$ cat config.mk
export PLATFORM = sky130hd
export DESIGN_NAME = instruction_loader_flat
export DESIGN_NICKNAME = d
export VERILOG_FILES = /design/src/rtl/instruction_loader_pkg.sv /design/src/rtl/instruction_loader_if.sv /design/src/rtl/instruction_loader_word_assembler.sv /design/src/rtl/instruction_loader.sv /design/src/flat_wrapper.sv
export SDC_FILE = /design/constraint.sdc
export NUM_CORES = 1
export LEC_CHECK = 0
export CAP_MARGIN = 20
export CELL_PAD_IN_SITES_DETAIL_PLACEMENT = 0
export CELL_PAD_IN_SITES_GLOBAL_PLACEMENT = 2
export CORE_UTILIZATION = 41
export DETAILED_ROUTE_END_ITERATION = 10
export DONT_BUFFER_PORTS = 1
export HOLD_SLACK_MARGIN = 0.05
export PLACE_DENSITY_LB_ADDON = 0.1
export SLEW_MARGIN = 10
export SYNTH_ARGS = -nofsm -noshare
export SYNTH_HDL_FRONTEND = slang
export SYNTH_SLANG_ARGS = --single-unit
$ cat constraint.sdc
create_clock -name clk -period 3 [get_ports clk]
set_input_delay 0.15 -clock clk [delete_from_list [all_inputs] [get_ports clk]]
set_output_delay 0.15 -clock clk [all_outputs]
set_load 0.05 [all_outputs]
$ cat src/rtl/instruction_loader_pkg.sv
// Shared types and constants for the instruction loader.
package instruction_loader_pkg;

  localparam int HDR_BYTES      = 2;
  localparam int BYTES_PER_WORD = 4;
  localparam int BYTE_W         = 8;
  localparam int WORD_W         = 32;
  localparam int CNT_W          = 8 * HDR_BYTES;

  typedef enum logic [2:0] {
    ST_IDLE   = 3'd0,
    ST_HDR_HI = 3'd1,
    ST_HDR_LO = 3'd2,
    ST_DATA   = 3'd3,
    ST_WRITE  = 3'd4,
    ST_CSUM   = 3'd5,
    ST_DONE   = 3'd6,
    ST_ERR    = 3'd7
  } loader_state_t;

  // A word count is usable only if it is non-zero and fits the memory.
  function automatic logic count_in_range(input logic [CNT_W-1:0] n, input int depth);
    return (n != '0) && (int'(n) <= depth);
  endfunction

  // States during which the CPU must be held off the instruction memory.
  function automatic logic is_busy(input loader_state_t s);
    return (s == ST_HDR_HI) || (s == ST_HDR_LO) || (s == ST_DATA) ||
           (s == ST_WRITE)  || (s == ST_CSUM);
  endfunction

endpackage

$ cat src/rtl/instruction_loader_if.sv
// Byte stream in, instruction-memory write port out.
// Handshake: a byte moves on a rising clk edge where byte_valid and byte_ready
// are both high; the source holds byte_data stable while byte_valid is high and
// byte_ready is low, and byte_ready never depends combinationally on byte_valid.
interface instruction_loader_if #(
  parameter int ADDR_W = 5
);
  logic              byte_valid;
  logic [7:0]        byte_data;
  logic              byte_ready;
  logic              mem_we;
  logic [ADDR_W-1:0] mem_addr;
  logic [31:0]       mem_wdata;

  // Host/memory side: drives the byte stream, observes the write port.
  modport master (
    output byte_valid, byte_data,
    input  byte_ready, mem_we, mem_addr, mem_wdata
  );

  // Loader side: consumes the byte stream, drives the write port.
  modport slave (
    input  byte_valid, byte_data,
    output byte_ready, mem_we, mem_addr, mem_wdata
  );
endinterface

$ cat src/rtl/instruction_loader_word_assembler.sv
// Big-endian 4-byte shift register with byte index and running XOR checksum.
module instruction_loader_word_assembler
  import instruction_loader_pkg::*;
(
  input  logic              clk,
  input  logic              rst_n,
  input  logic              clear_i,
  input  logic              shift_i,
  input  logic [BYTE_W-1:0] byte_i,
  output logic [WORD_W-1:0] word_o,
  output logic              word_full_o,
  output logic [BYTE_W-1:0] csum_o
);

  logic [1:0]        idx_q, idx_d;
  logic [WORD_W-1:0] word_q, word_d;
  logic [BYTE_W-1:0] csum_q, csum_d;

  // Next values: clear wins over shift; each shift pushes the byte in at the LSB end.
  always_comb begin
    idx_d  = idx_q;
    word_d = word_q;
    csum_d = csum_q;
    if (clear_i) begin
      idx_d  = '0;
      word_d = '0;
      csum_d = '0;
    end else if (shift_i) begin
      idx_d  = idx_q + 2'd1;
      word_d = {word_q[WORD_W-BYTE_W-1:0], byte_i};
      csum_d = csum_q ^ byte_i;
    end
  end

  // Register the assembler state.
  always_ff @(posedge clk or negedge rst_n) begin
    if (!rst_n) begin
      idx_q  <= '0;
      word_q <= '0;
      csum_q <= '0;
    end else begin
      idx_q  <= idx_d;
      word_q <= word_d;
      csum_q <= csum_d;
    end
  end

  // Flags the shift that completes a word (the index wraps back to 0 on it).
  assign word_full_o = shift_i && !clear_i && (idx_q == 2'(BYTES_PER_WORD - 1));
  assign word_o      = word_q;
  assign csum_o      = csum_q;

endmodule

$ cat src/rtl/instruction_loader.sv
// Loads a length-prefixed, checksummed byte stream into instruction memory.
module instruction_loader
  import instruction_loader_pkg::*;
#(
  parameter int ADDR_W = 5,
  parameter int DEPTH  = 32
) (
  input  logic                 clk,
  input  logic                 rst_n,
  input  logic                 load_start,
  instruction_loader_if.slave  bus,
  output logic                 cpu_hold,
  output logic                 done,
  output logic                 error,
  output loader_state_t        dbg_state_o
);

  loader_state_t     state_q, state_d;
  logic [CNT_W-1:0]  count_q;
  logic [ADDR_W-1:0] word_cnt_q;
  logic              mem_we_q;
  logic [ADDR_W-1:0] mem_addr_q;
  logic [WORD_W-1:0] mem_wdata_q;
  logic              cpu_hold_q, done_q, error_q;

  logic              byte_ready_s, start_s, shift_s, write_s, xfer_s, last_word_s;
  logic [WORD_W-1:0] asm_word;
  logic              asm_full;
  logic [BYTE_W-1:0] asm_csum;

  assign xfer_s      = bus.byte_valid & byte_ready_s;
  assign last_word_s = (16'(word_cnt_q) == (count_q - 16'd1));

  instruction_loader_word_assembler u_asm (
    .clk         (clk),
    .rst_n       (rst_n),
    .clear_i     (start_s),
    .shift_i     (shift_s),
    .byte_i      (bus.byte_data),
    .word_o      (asm_word),
    .word_full_o (asm_full),
    .csum_o      (asm_csum)
  );

  // State register.
  always_ff @(posedge clk or negedge rst_n) begin
    if (!rst_n) state_q <= ST_IDLE;
    else        state_q <= state_d;
  end

  // Next-state logic.
  always_comb begin
    state_d = state_q;
    case (state_q)
      ST_IDLE, ST_DONE, ST_ERR: if (load_start) state_d = ST_HDR_HI;
      ST_HDR_HI: if (xfer_s) state_d = ST_HDR_LO;
      ST_HDR_LO: begin
        if (xfer_s) begin
          state_d = count_in_range({count_q[15:8], bus.byte_data}, DEPTH) ? ST_DATA : ST_ERR;
        end
      end
      ST_DATA:  if (asm_full) state_d = ST_WRITE;
      ST_WRITE: state_d = last_word_s ? ST_CSUM : ST_DATA;
      ST_CSUM: begin
        if (xfer_s) state_d = (bus.byte_data == asm_csum) ? ST_DONE : ST_ERR;
      end
      default: state_d = ST_IDLE;
    endcase
  end

  // Per-state strobes: byte acceptance, load start, data shift, memory write.
  always_comb begin
    byte_ready_s = 1'b0;
    start_s      = 1'b0;
    shift_s      = 1'b0;
    write_s      = 1'b0;
    case (state_q)
      ST_IDLE, ST_DONE, ST_ERR: start_s = load_start;
      ST_HDR_HI, ST_HDR_LO, ST_CSUM: byte_ready_s = 1'b1;
      ST_DATA: begin
        byte_ready_s = 1'b1;
        shift_s      = bus.byte_valid;
      end
      ST_WRITE: write_s = 1'b1;
      default: ;
    endcase
  end

  // Counters, write port registers and status levels.
  always_ff @(posedge clk or negedge rst_n) begin
    if (!rst_n) begin
      count_q     <= '0;
      word_cnt_q  <= '0;
      mem_we_q    <= 1'b0;
      mem_addr_q  <= '0;
      mem_wdata_q <= '0;
      cpu_hold_q  <= 1'b0;
      done_q      <= 1'b0;
      error_q     <= 1'b0;
    end else begin
      if (start_s) begin
        count_q    <= '0;
        word_cnt_q <= '0;
      end else begin
        if (xfer_s && (state_q == ST_HDR_HI)) count_q[15:8] <= bus.byte_data;
        if (xfer_s && (state_q == ST_HDR_LO)) count_q[7:0]  <= bus.byte_data;
        // The last word leaves the counter at N-1 so it never passes DEPTH-1.
        if (write_s && !last_word_s) word_cnt_q <= word_cnt_q + 1'b1;
      end
      // Write port is loaded on the completing byte so it is valid in WRITE and held after.
      mem_we_q <= asm_full;
      if (asm_full) begin
        mem_addr_q  <= word_cnt_q;
        mem_wdata_q <= {asm_word[WORD_W-BYTE_W-1:0], bus.byte_data};
      end
      cpu_hold_q <= is_busy(state_d);
      done_q     <= (state_d == ST_DONE);
      error_q    <= (state_d == ST_ERR);
    end
  end

  assign bus.byte_ready = byte_ready_s;
  assign bus.mem_we     = mem_we_q;
  assign bus.mem_addr   = mem_addr_q;
  assign bus.mem_wdata  = mem_wdata_q;
  assign cpu_hold       = cpu_hold_q;
  assign done           = done_q;
  assign error          = error_q;
  assign dbg_state_o    = state_q;

endmodule

$ cat src/flat_wrapper.sv
// flat-port wrapper written by rule: the top's interface ports become plain ports
module instruction_loader_flat import instruction_loader_pkg::*;
#(
  parameter int ADDR_W = 5,
  parameter int DEPTH  = 32
)
  (clk, rst_n, load_start, cpu_hold, done, error, dbg_state_o, bus_byte_valid, bus_byte_data, bus_byte_ready, bus_mem_we, bus_mem_addr, bus_mem_wdata);
  instruction_loader_if #(.ADDR_W(ADDR_W)) bus_i ();
  input  logic clk;
  input  logic rst_n;
  input  logic load_start;
  output logic cpu_hold;
  output logic done;
  output logic error;
  output loader_state_t dbg_state_o;
  input wire logic [$bits(bus_i.byte_valid)-1:0] bus_byte_valid;
  input wire logic [$bits(bus_i.byte_data)-1:0] bus_byte_data;
  output wire logic [$bits(bus_i.byte_ready)-1:0] bus_byte_ready;
  output wire logic [$bits(bus_i.mem_we)-1:0] bus_mem_we;
  output wire logic [$bits(bus_i.mem_addr)-1:0] bus_mem_addr;
  output wire logic [$bits(bus_i.mem_wdata)-1:0] bus_mem_wdata;
  assign bus_i.byte_valid = bus_byte_valid;
  assign bus_i.byte_data = bus_byte_data;
  assign bus_byte_ready = bus_i.byte_ready;
  assign bus_mem_we = bus_i.mem_we;
  assign bus_mem_addr = bus_i.mem_addr;
  assign bus_mem_wdata = bus_i.mem_wdata;
  instruction_loader #(.ADDR_W(ADDR_W), .DEPTH(DEPTH)) u_core (.clk(clk), .rst_n(rst_n), .load_start(load_start), .bus(bus_i), .cpu_hold(cpu_hold), .done(done), .error(error), .dbg_state_o(dbg_state_o));
endmodule
==> results of run 1 <==
-- what timing repair did --
item / in CTS / in global routing
hold endpoints to repair: 140 / 0
hold buffers: 11 / 0
endpoints found under the setup margin: 0 / 0
buffers inserted: 0 / 0
-- stage by stage --
step,utilization,std cells,instance area [um^2],power [W]
after floorplan,-,422,4440,0.00389
after global placement,0.440,544,4580,0.00433
after detailed placement,0.440,544,4580,0.00436
after CTS,0.472,570,4920,0.00535
after global routing,0.472,570,4920,0.00565
final,0.472,570,4920,0.00529
-- sequential cells by signal, indices dropped and copies added (netlist names) --
name,flops
u_core.u_asm.csum_o,8
u_core.u_asm.word_o,24
u_core.bus.mem_addr,5
u_core.count_q,16
u_core.dbg_state_o,3
u_core.bus.mem_wdata,32
u_core.done,1
u_core.cpu_hold,1
u_core.u_asm.idx_q,2
u_core.bus.mem_we,1
u_core.word_cnt_q,5
u_core.error,1
-- synth_stat cells (7+ instances only) --
| library cell | number |
|---|---|
| o21ai_0 | 21 |
| a21oi_1 | 11 |
| nand3_1 | 22 |
| a22o_1 | 8 |
| nor3_1 | 7 |
| clkbuf_1 | 15 |
| nor2_1 | 30 |
| dfrtp_1 | 99 |
| xor2_1 | 8 |
| mux2_2 | 37 |
| nand2_1 | 87 |
-- layout make-up --
class,instances,area (um^2),share of cell area
tap,136,170,0.0346
clock buffer,9,124,0.0252
sequential,99,2480,0.503
inverter,6,22.5,0.00458
timing repair buffer,20,195,0.0397
clock inverter,6,91.3,0.0186
multi-input combinational,294,1840,0.374
-- worst register-to-register path, cell delays in order, from the launching register on --
cell	delay [ns]
dfrtp_1	0.44
inv_1	0.07
ha_1	0.31
nor2b_1	0.17
or3_1	0.35
a31o_1	0.26
a2111oi_4	0.34
a21oi_2	0.17
nand4_1	0.14
mux2i_1	0.18
-- path summary, 6_finish.rpt --
path | start | to
worst max register to register | u_core.count_q[0] | u_core.word_cnt_q[4]
min in group asynchronous | rst_n | u_core.bus.mem_addr[0]
worst min register to register | u_core.u_asm.word_o[1] | u_core.u_asm.word_o[9]
worst max-delay path | u_core.count_q[0] | u_core.word_cnt_q[4]
max in group asynchronous | rst_n | u_core.u_asm.word_o[6]
worst min-delay path | bus_byte_valid | u_core.dbg_state_o[0]
-- routing by layer --
layer,track usage,share of wire
met5,0,0
met1,0.291,0.48
met3,0.0478,0.032
met2,0.325,0.48
met4,0.0536,0.0077
-- cells by family after synthesis --
family / synth area share
buffers and inverters: 0.0271
adder cells (fa/ha/maj): 0.00846
multiplexers: 0.101
AND/OR/NAND/NOR: 0.175
XOR/XNOR: 0.0276
flip-flops: 0.559
AO/OA/AOI/OAI: 0.102
-- power by group through the flow --
stage	Sequential, W	Clock [W]	Combinational (W)
4_1_cts	0.00275	0.000960	0.00164
3_3_place_gp	0.00276	0	0.00156
6_report	0.00274	0.000932	0.00162
3_5_place_dp	0.00277	0	0.00158
2_1_floorplan	0.00267	0	0.00122
5_1_grt	0.00281	0.00102	0.00183
==> summary.txt, run 1 <==
Crit path cell chain -> inv_1 -> ha_1 -> nor2b_1 -> or3_1 -> a31o_1 -> a2111oi_4 -> a21oi_2 -> nand4_1 -> mux2i_1
Cts repair resizes -> 0
Die Y -> 106 um
Vias in the first global route -> 3150
Lkg Pwr -> 2.37 nW
Final worst slack -> 0.505 ns
Hpwl dp -> 6.81 mm
Gr usage total -> 0.208
Most used flip-flop cell after synthesis -> dfrtp_1
Hold crit path type -> input pin to register
Avg Vias per Cell -> 5.38
Maximum root-to-sink buffer count -> 2
Worst-margin pin slew -> 0.905 ns
CP Capture Type -> register
Critical Path Fanout Max -> 10
Drt drc -> 0
Peak VDD IR -> 336 uV
R2r worst-path depth -> 9
Clk_skew -> 0.0107 ns
Fin. Hold Viols -> 0
Fillers -> 1006
Buffers added on ports -> 0
Initial antenna violation count -> 0
Synth top area cells -> dfrtp_1 56%, mux2_2 9.4%, nand2_1 7.4%
Top delay family on crit path -> compound AO/OA/AOI/OAI gates
Worst path max stage delay -> 0.44 ns
Chip Width -> 106 um
Worst hold margin -> 0.0661 ns
Crit. path cell count -> 9
Clk pin slew, worst setup/hold paths -> 0.09 ns
Synth Area per Inst -> 10.5 um^2
Root Buffer -> clkbuf_8
Share of flip-flops with an asynchronous set or reset -> 1.00
Most frequent cells in the layout -> 99 x dfrtp_1, 86 x nand2_1, 37 x mux2_2
Initial Util -> 0.426
Post-Syn Instances -> 422
Post-synth EDFFs -> 0
Fmax -> 401 MHz
Total gr overflow -> 0
Layout Area Growth over Synthesis -> 10.9%
Sw Share -> 0.446
Number of routed nets with antenna violations -> 0
WP data required -> 3.28 ns
Boundary Pins -> 57
Final max-slew violation count -> 0
Setup slack, reg-to-reg -> 0.51 ns
Clock sink total -> 99
Clk_lat worst skew -> 0.36 ns
TritonCTS clock tree -> yes
Commonest non-fill, non-tap cell in the layout -> dfrtp_1
CTS Buf Count -> 9
WL final -> 10.6 mm
Clock power frac -> 0.176
Max_slew headroom -> 0.394
Max-Cap Viols -> 0
Post-route minimum period -> 2.49 ns
Per-cell routed wire length -> 18.6 um
Share of layout cells above drive strength 1 -> 0.164
Seq pwr share -> 0.518
Die area -> 11200 um^2
Combinational share of power -> 0.306
Initial detailed-routing violation count -> 175
Buf+Inv Stages, Crit Path -> 1
Status -> finished clean
Net Switching -> 0.00236 W
Setup Total Neg Slack -> 0 ns
Slowest CP cell -> dfrtp_1
Pwr dens -> 1070 nW/um^2
Cell Rows -> 37
RSZ-0062 raised after global routing -> no
Crit path kind -> register to register
Largest net degree at the start of global routing -> 100
First-pass GRT wire length -> 17.7 mm
Number of synthesized register bits -> 99
Net count after synthesis -> 437
Arr. time, crit path -> 2.78 ns
Routed via count -> 3064
N_diodes -> 0
Cell-internal power -> 0.00293 W
Sequential area share after synthesis -> 0.559
Total core area -> 10400 um^2
Cell type with the largest total area after synthesis -> dfrtp_1
Area share of the largest cell type after synthesis -> 0.559
Nets -> 445
Pre-antenna DRT Iters -> 4
Min-Delay Path Depth -> 3
Yosys warning total -> 0
Final setup viols -> 0
Pre-CTS WS -> 0.518 ns
Fin crit share -> 0.832
Unique masters post-synth -> 51
Setup crit start kind -> register
Mapped Area -> 4440 um^2
CTS H-tree lvls -> 3
Placer Congestion -> 0.766
(Power assumes the default switching activity.)
==> inputs of run 2 (changes only) <==
==> constraint.sdc (replaced) <==
create_clock -name clk -period 2.3 [get_ports clk]
set_input_delay 0.115 -clock clk [delete_from_list [all_inputs] [get_ports clk]]
set_output_delay 0.115 -clock clk [all_outputs]
set_load 0.05 [all_outputs]
==> summary.txt, run 2 (synthesis results as in run 1) <==
Status -> finished, violations left
Violated checks -> hold timing
Buffers added on ports -> 0
Boundary Pins -> 57
Post-route insts no fill -> 580
Crit path kind -> register to register
Clk_skew -> 0.0139 ns
Post-Route Utilization -> 0.476
Worst-margin pin slew -> 0.804 ns
Vias in the first global route -> 3217
Post-DP Area -> 4660 um^2
Placer Congestion -> 0.756
CTS Buf Count -> 9
Initial antenna violation count -> 0
Critical Path Fanout Max -> 7
Per-cell routed wire length -> 18.4 um
Share of layout cells above drive strength 1 -> 0.185
Fin crit share -> 0.939
Worst hold margin -> -0.567 ns
Initial Util -> 0.426
Routed via count -> 3123
Setup crit start kind -> register
Gr usage total -> 0.206
Pwr dens -> 1380 nW/um^2
Final setup viols -> 0
Chip Width -> 106 um
Clk_lat worst skew -> 0.38 ns
Initial detailed-routing violation count -> 156
Maximum root-to-sink buffer count -> 2
Arr. time, crit path -> 2.46 ns
Total power -> 0.00685 W
Pre-antenna DRT Iters -> 5
Commonest non-fill, non-tap cell in the layout -> dfrtp_1
Cell Rows -> 37
Fmax -> 463 MHz
Max-Cap Viols -> 0
Slowest CP cell -> a2111oi_4
First-pass GRT wire length -> 17.7 mm
CP Capture Type -> register
Worst path max stage delay -> 0.41 ns
Layout Area Growth over Synthesis -> 11.8%
Hold crit path type -> input pin to asynchronous set/reset pin
Root Buffer -> clkbuf_8
Hold_buf cts -> 10
Total gr overflow -> 0
Avg Vias per Cell -> 5.38
Placed cell count -> 555
Final max-slew violation count -> 0
WP data required -> 2.60 ns
Clock sink total -> 99
Nets -> 455
Max_slew headroom -> 0.461
Lkg Pwr -> 2.40 nW
Post-route minimum period -> 2.16 ns
Fillers -> 1032
TritonCTS clock tree -> yes
N_diodes -> 0
Hpwl dp -> 7.06 mm
Design area -> 4960 um^2
Clk pin slew, worst setup/hold paths -> 0.09 ns
CTS H-tree lvls -> 3
Crit path cell chain -> inv_1 -> ha_1 -> xnor2_1 -> nor3_1 -> nand3b_1 -> a2111oi_4 -> a21oi_4 -> nand4_1 -> mux2i_1
Largest net degree at the start of global routing -> 100
Max reg flops -> 32
Most frequent cells in the layout -> 98 x dfrtp_1, 87 x nand2_1, 37 x mux2_2
Drt drc -> 0
WL final -> 10.7 mm
Fin. Hold Viols -> 99
Die area -> 11200 um^2
Die Y -> 106 um
# Post-CTS Setup Buffers -> 0
Total core area -> 10400 um^2
Peak VDD IR -> 507 uV
Number of routed nets with antenna violations -> 0
run 2: per-stage QoR:
step	TNS [ns]	setup WS [ns]
3_5_place_dp	0	0.0771
5_1_grt	-0.00245	-0.00245
4_1_cts	0	0.0574
6_report	0	0.141
3_3_place_gp	0	0.122
2_1_floorplan	0	0.0208
run 2: worst max-delay path: cells and delay by family (launching register included):
family          cells  cell delay [ns]
compound gates      2             0.55
simple gates        3             0.53
flops               1             0.35
fa+ha+maj           1             0.29
mux                 1             0.18
xor+xnor            1             0.13
buf+inv             1             0.05
run 2: path summary, 6_finish.rpt:
check                                            start  cells past startpoint  slack (ns)                      to
worst max-delay path                 u_core.count_q[0]                      9        0.14    u_core.word_cnt_q[4]
min in group clk                            load_start                      2        0.08   u_core.dbg_state_o[1]
max in group asynchronous                        rst_n                      0        2.63       u_core.count_q[2]
worst max register to register       u_core.count_q[0]                      9        0.14    u_core.word_cnt_q[4]
worst min register to register  u_core.u_asm.word_o[1]                      2        0.50  u_core.u_asm.word_o[9]
worst min-delay path                             rst_n                      0       -0.57    u_core.word_cnt_q[0]
run 2: area by class of cell:
cell class	instances	area [um^2]	area share
Clock buffer	10	128	0.0257
Multi-Input combinational cell	294	1850	0.374
Clock inverter	5	53.8	0.0109
Timing Repair Buffer	30	250	0.0505
Tap cell	136	170	0.0343
Inverter	6	22.5	0.00454
Sequential cell	99	2480	0.500
run 2: power breakdown:
group / internal, W / switching [W] / leakage [nW] / total, W
sequential: 0.00233 / 0.00121 / 1.32 / 0.00354
combinational: 0.000951 / 0.00126 / 0.984 / 0.00222
clock: 0.000497 / 0.000604 / 0.0963 / 0.00110
total: 0.00378 / 0.00308 / 2.40 / 0.00685
run 2: repair_timing:
action / in CTS / in global routing
endpoints found under the setup margin: 0 / 13
gates resized for setup: 0 / 4
endpoints found under the hold margin: 144 / 99
run 2: routing by layer:
layer  wire length [um]  up-vias  part of all wire  track usage
met5                  0        -                 0            0
met4                146        0             0.014       0.0625
met3                341       10             0.032       0.0429
li1                   -     1494                 -            -
met1               5170     1573              0.48        0.283
met2               5020       46              0.47        0.328
==> inputs of run 3 (changes only) <==
--- a/config.mk
+++ b/config.mk
@@ -8,7 +8,8 @@
 export CAP_MARGIN = 20
 export CELL_PAD_IN_SITES_DETAIL_PLACEMENT = 0
 export CELL_PAD_IN_SITES_GLOBAL_PLACEMENT = 2
-export CORE_UTILIZATION = 41
+export CORE_UTILIZATION = 42
+export CTS_BUF_LIST = sky130_fd_sc_hd__clkbuf_4
 export DETAILED_ROUTE_END_ITERATION = 10
 export DONT_BUFFER_PORTS = 1
 export HOLD_SLACK_MARGIN = 0.05
==> summary.txt, run 3 (synthesis results as in run 1) <==
Critical path's most frequent cell -> nand4_1
Fillers -> 977
Root Buffer -> clkbuf_4
Per-cell routed wire length -> 18.3 um
Design area -> 5040 um^2
Buffers added on ports -> 0
Arr. time, crit path -> 2.56 ns
Max reg flops -> 32
Final max-slew violation count -> 0
Cell Rows -> 37
Pre-CTS WS -> 0.114 ns
R2r worst-path depth -> 7
CP Capture Type -> register
Total core area -> 10300 um^2
Hold crit path type -> input pin to register
Vias in the first global route -> 3049
WP data required -> 2.70 ns
Max_slew headroom -> 0.386
Fin. Hold Viols -> 0
Total gr overflow -> 0
Share of layout cells above drive strength 1 -> 0.190
Setup slack, reg-to-reg -> 0.14 ns
Final setup viols -> 0
Clock sink total -> 99
First-pass GRT wire length -> 17.3 mm
Slowest CP cell -> dfrtp_2
Post-route minimum period -> 2.16 ns
Initial detailed-routing violation count -> 211
Fmax -> 463 MHz
Pre-antenna DRT Iters -> 4
Commonest non-fill, non-tap cell in the layout -> dfrtp_1
Layout Area Growth over Synthesis -> 13.5%
Initial antenna violation count -> 0
Setup crit start kind -> register
Avg Vias per Cell -> 5.34
Gr usage total -> 0.207
Fin crit share -> 0.939
Pwr dens -> 1370 nW/um^2
Drt drc -> 0
Status -> finished clean
Maximum root-to-sink buffer count -> 2
Initial Util -> 0.432
Clk_skew -> 0.0204 ns
Multi-input gate area -> 1860 um^2
Routed via count -> 3140
Placer Congestion -> 0.784
Clk pin slew, worst setup/hold paths -> 0.16 ns
FF+latch area -> 2480 um^2
Die Y -> 105 um
Crit path kind -> register to register
Total power -> 0.00691 W
Min-Delay Path Depth -> 4
Worst path max stage delay -> 0.48 ns
Clk_lat worst skew -> 0.46 ns
Final worst slack -> 0.141 ns
Most frequent cells in the layout -> 96 x dfrtp_1, 86 x nand2_1, 37 x mux2_2
Nets -> 462
Boundary Pins -> 57
CTS H-tree lvls -> 3
Critical Path Fanout Max -> 7
Lkg Pwr -> 2.43 nW
Die area -> 11000 um^2
Post-DP Area -> 4620 um^2
WL final -> 10.7 mm
Max-Cap Viols -> 0
Worst-margin pin slew -> 0.916 ns
Crit path cell chain -> nor4_4 -> nand4_1 -> o21bai_4 -> a2111oi_4 -> a21oi_4 -> nand4_1 -> mux2i_1
Largest net degree at the start of global routing -> 100
CTS Buf Count -> 9
TritonCTS clock tree -> yes
RSZ-0062 raised after global routing -> yes
Number of routed nets with antenna violations -> 0
N_diodes -> 0
Chip Width -> 105 um
Peak VDD IR -> 513 uV
Hpwl dp -> 6.74 mm
[run 3: changes by cell type in the layout (fill, tap and decap cells not counted), sizes merged]
cell | before | now
clkinvlp | 0 | 1
clkinv | 3 | 4
inv | 7 | 6
dlygate4sd3 | 10 | 17
clkbuf | 10 | 9
bufinv | 1 | 2
[run 3: cell type report]
cell class	count	area share
clock buffers	9	0.0134
clock inverters	7	0.0184
inverters	6	0.00447
multi-input cells	294	0.370
flip-flops and latches	99	0.493
well taps	136	0.0338
repair buffers	37	0.0676
[run 3: per-stage QoR]
| stage | cells | setup TNS, ns | hold WS (ns) | utilization |
|---|---|---|---|---|
| 5_1_grt | 588 | -0.0121 | 0.127 | 0.490 |
| 3_3_place_gp | 550 | 0 | -0.178 | 0.450 |
| 6_report | 588 | 0 | 0.129 | 0.490 |
| 2_1_floorplan | 422 | 0 | -0.181 | - |
| 4_1_cts | 582 | 0 | -0.696 | 0.481 |
| 3_5_place_dp | 550 | 0 | -0.177 | 0.450 |
[run 3: timing repair]
item / CTS / global route
gates resized for setup: 0 / 7
hold buffers: 16 / 2
setup endpoints to repair: 0 / 10
buffers inserted: 0 / 4
endpoints found under the hold margin: 150 / 99
[run 3: critical path, delay by kind of cell (launching register included)]
kind	cells	cell delay (ns)
simple gates	3	0.67
flops	1	0.48
mux	1	0.19
compound gates	3	0.77
[run 3: path summary, 6_finish.rpt]
check / startpoint / to
max: u_core.count_q[2] / u_core.word_cnt_q[4]
min: bus_byte_valid / u_core.dbg_state_o[0]
max reg2reg: u_core.count_q[2] / u_core.word_cnt_q[4]
min reg2reg: u_core.u_asm.word_o[4] / u_core.u_asm.word_o[12]
max in group asynchronous: rst_n / u_core.bus.mem_wdata[23]
min in group asynchronous: rst_n / u_core.count_q[14]
[run 3: per-layer routing]
| layer | GRT usage | wire length, um | up-vias | part of all wire |
|---|---|---|---|---|
| met5 | 0 | 0 | - | 0 |
| met4 | 0.0694 | 136 | 0 | 0.013 |
| met3 | 0.0318 | 324 | 12 | 0.030 |
| met2 | 0.317 | 5080 | 46 | 0.47 |
| met1 | 0.301 | 5200 | 1573 | 0.48 |
| li1 | - | - | 1509 | - |
[run 3: power breakdown]
part | internal, W | switching [W]
combinational | 0.00103 | 0.00131
clock | 0.000438 | 0.000591
sequential | 0.00233 | 0.00122
total | 0.00380 | 0.00312
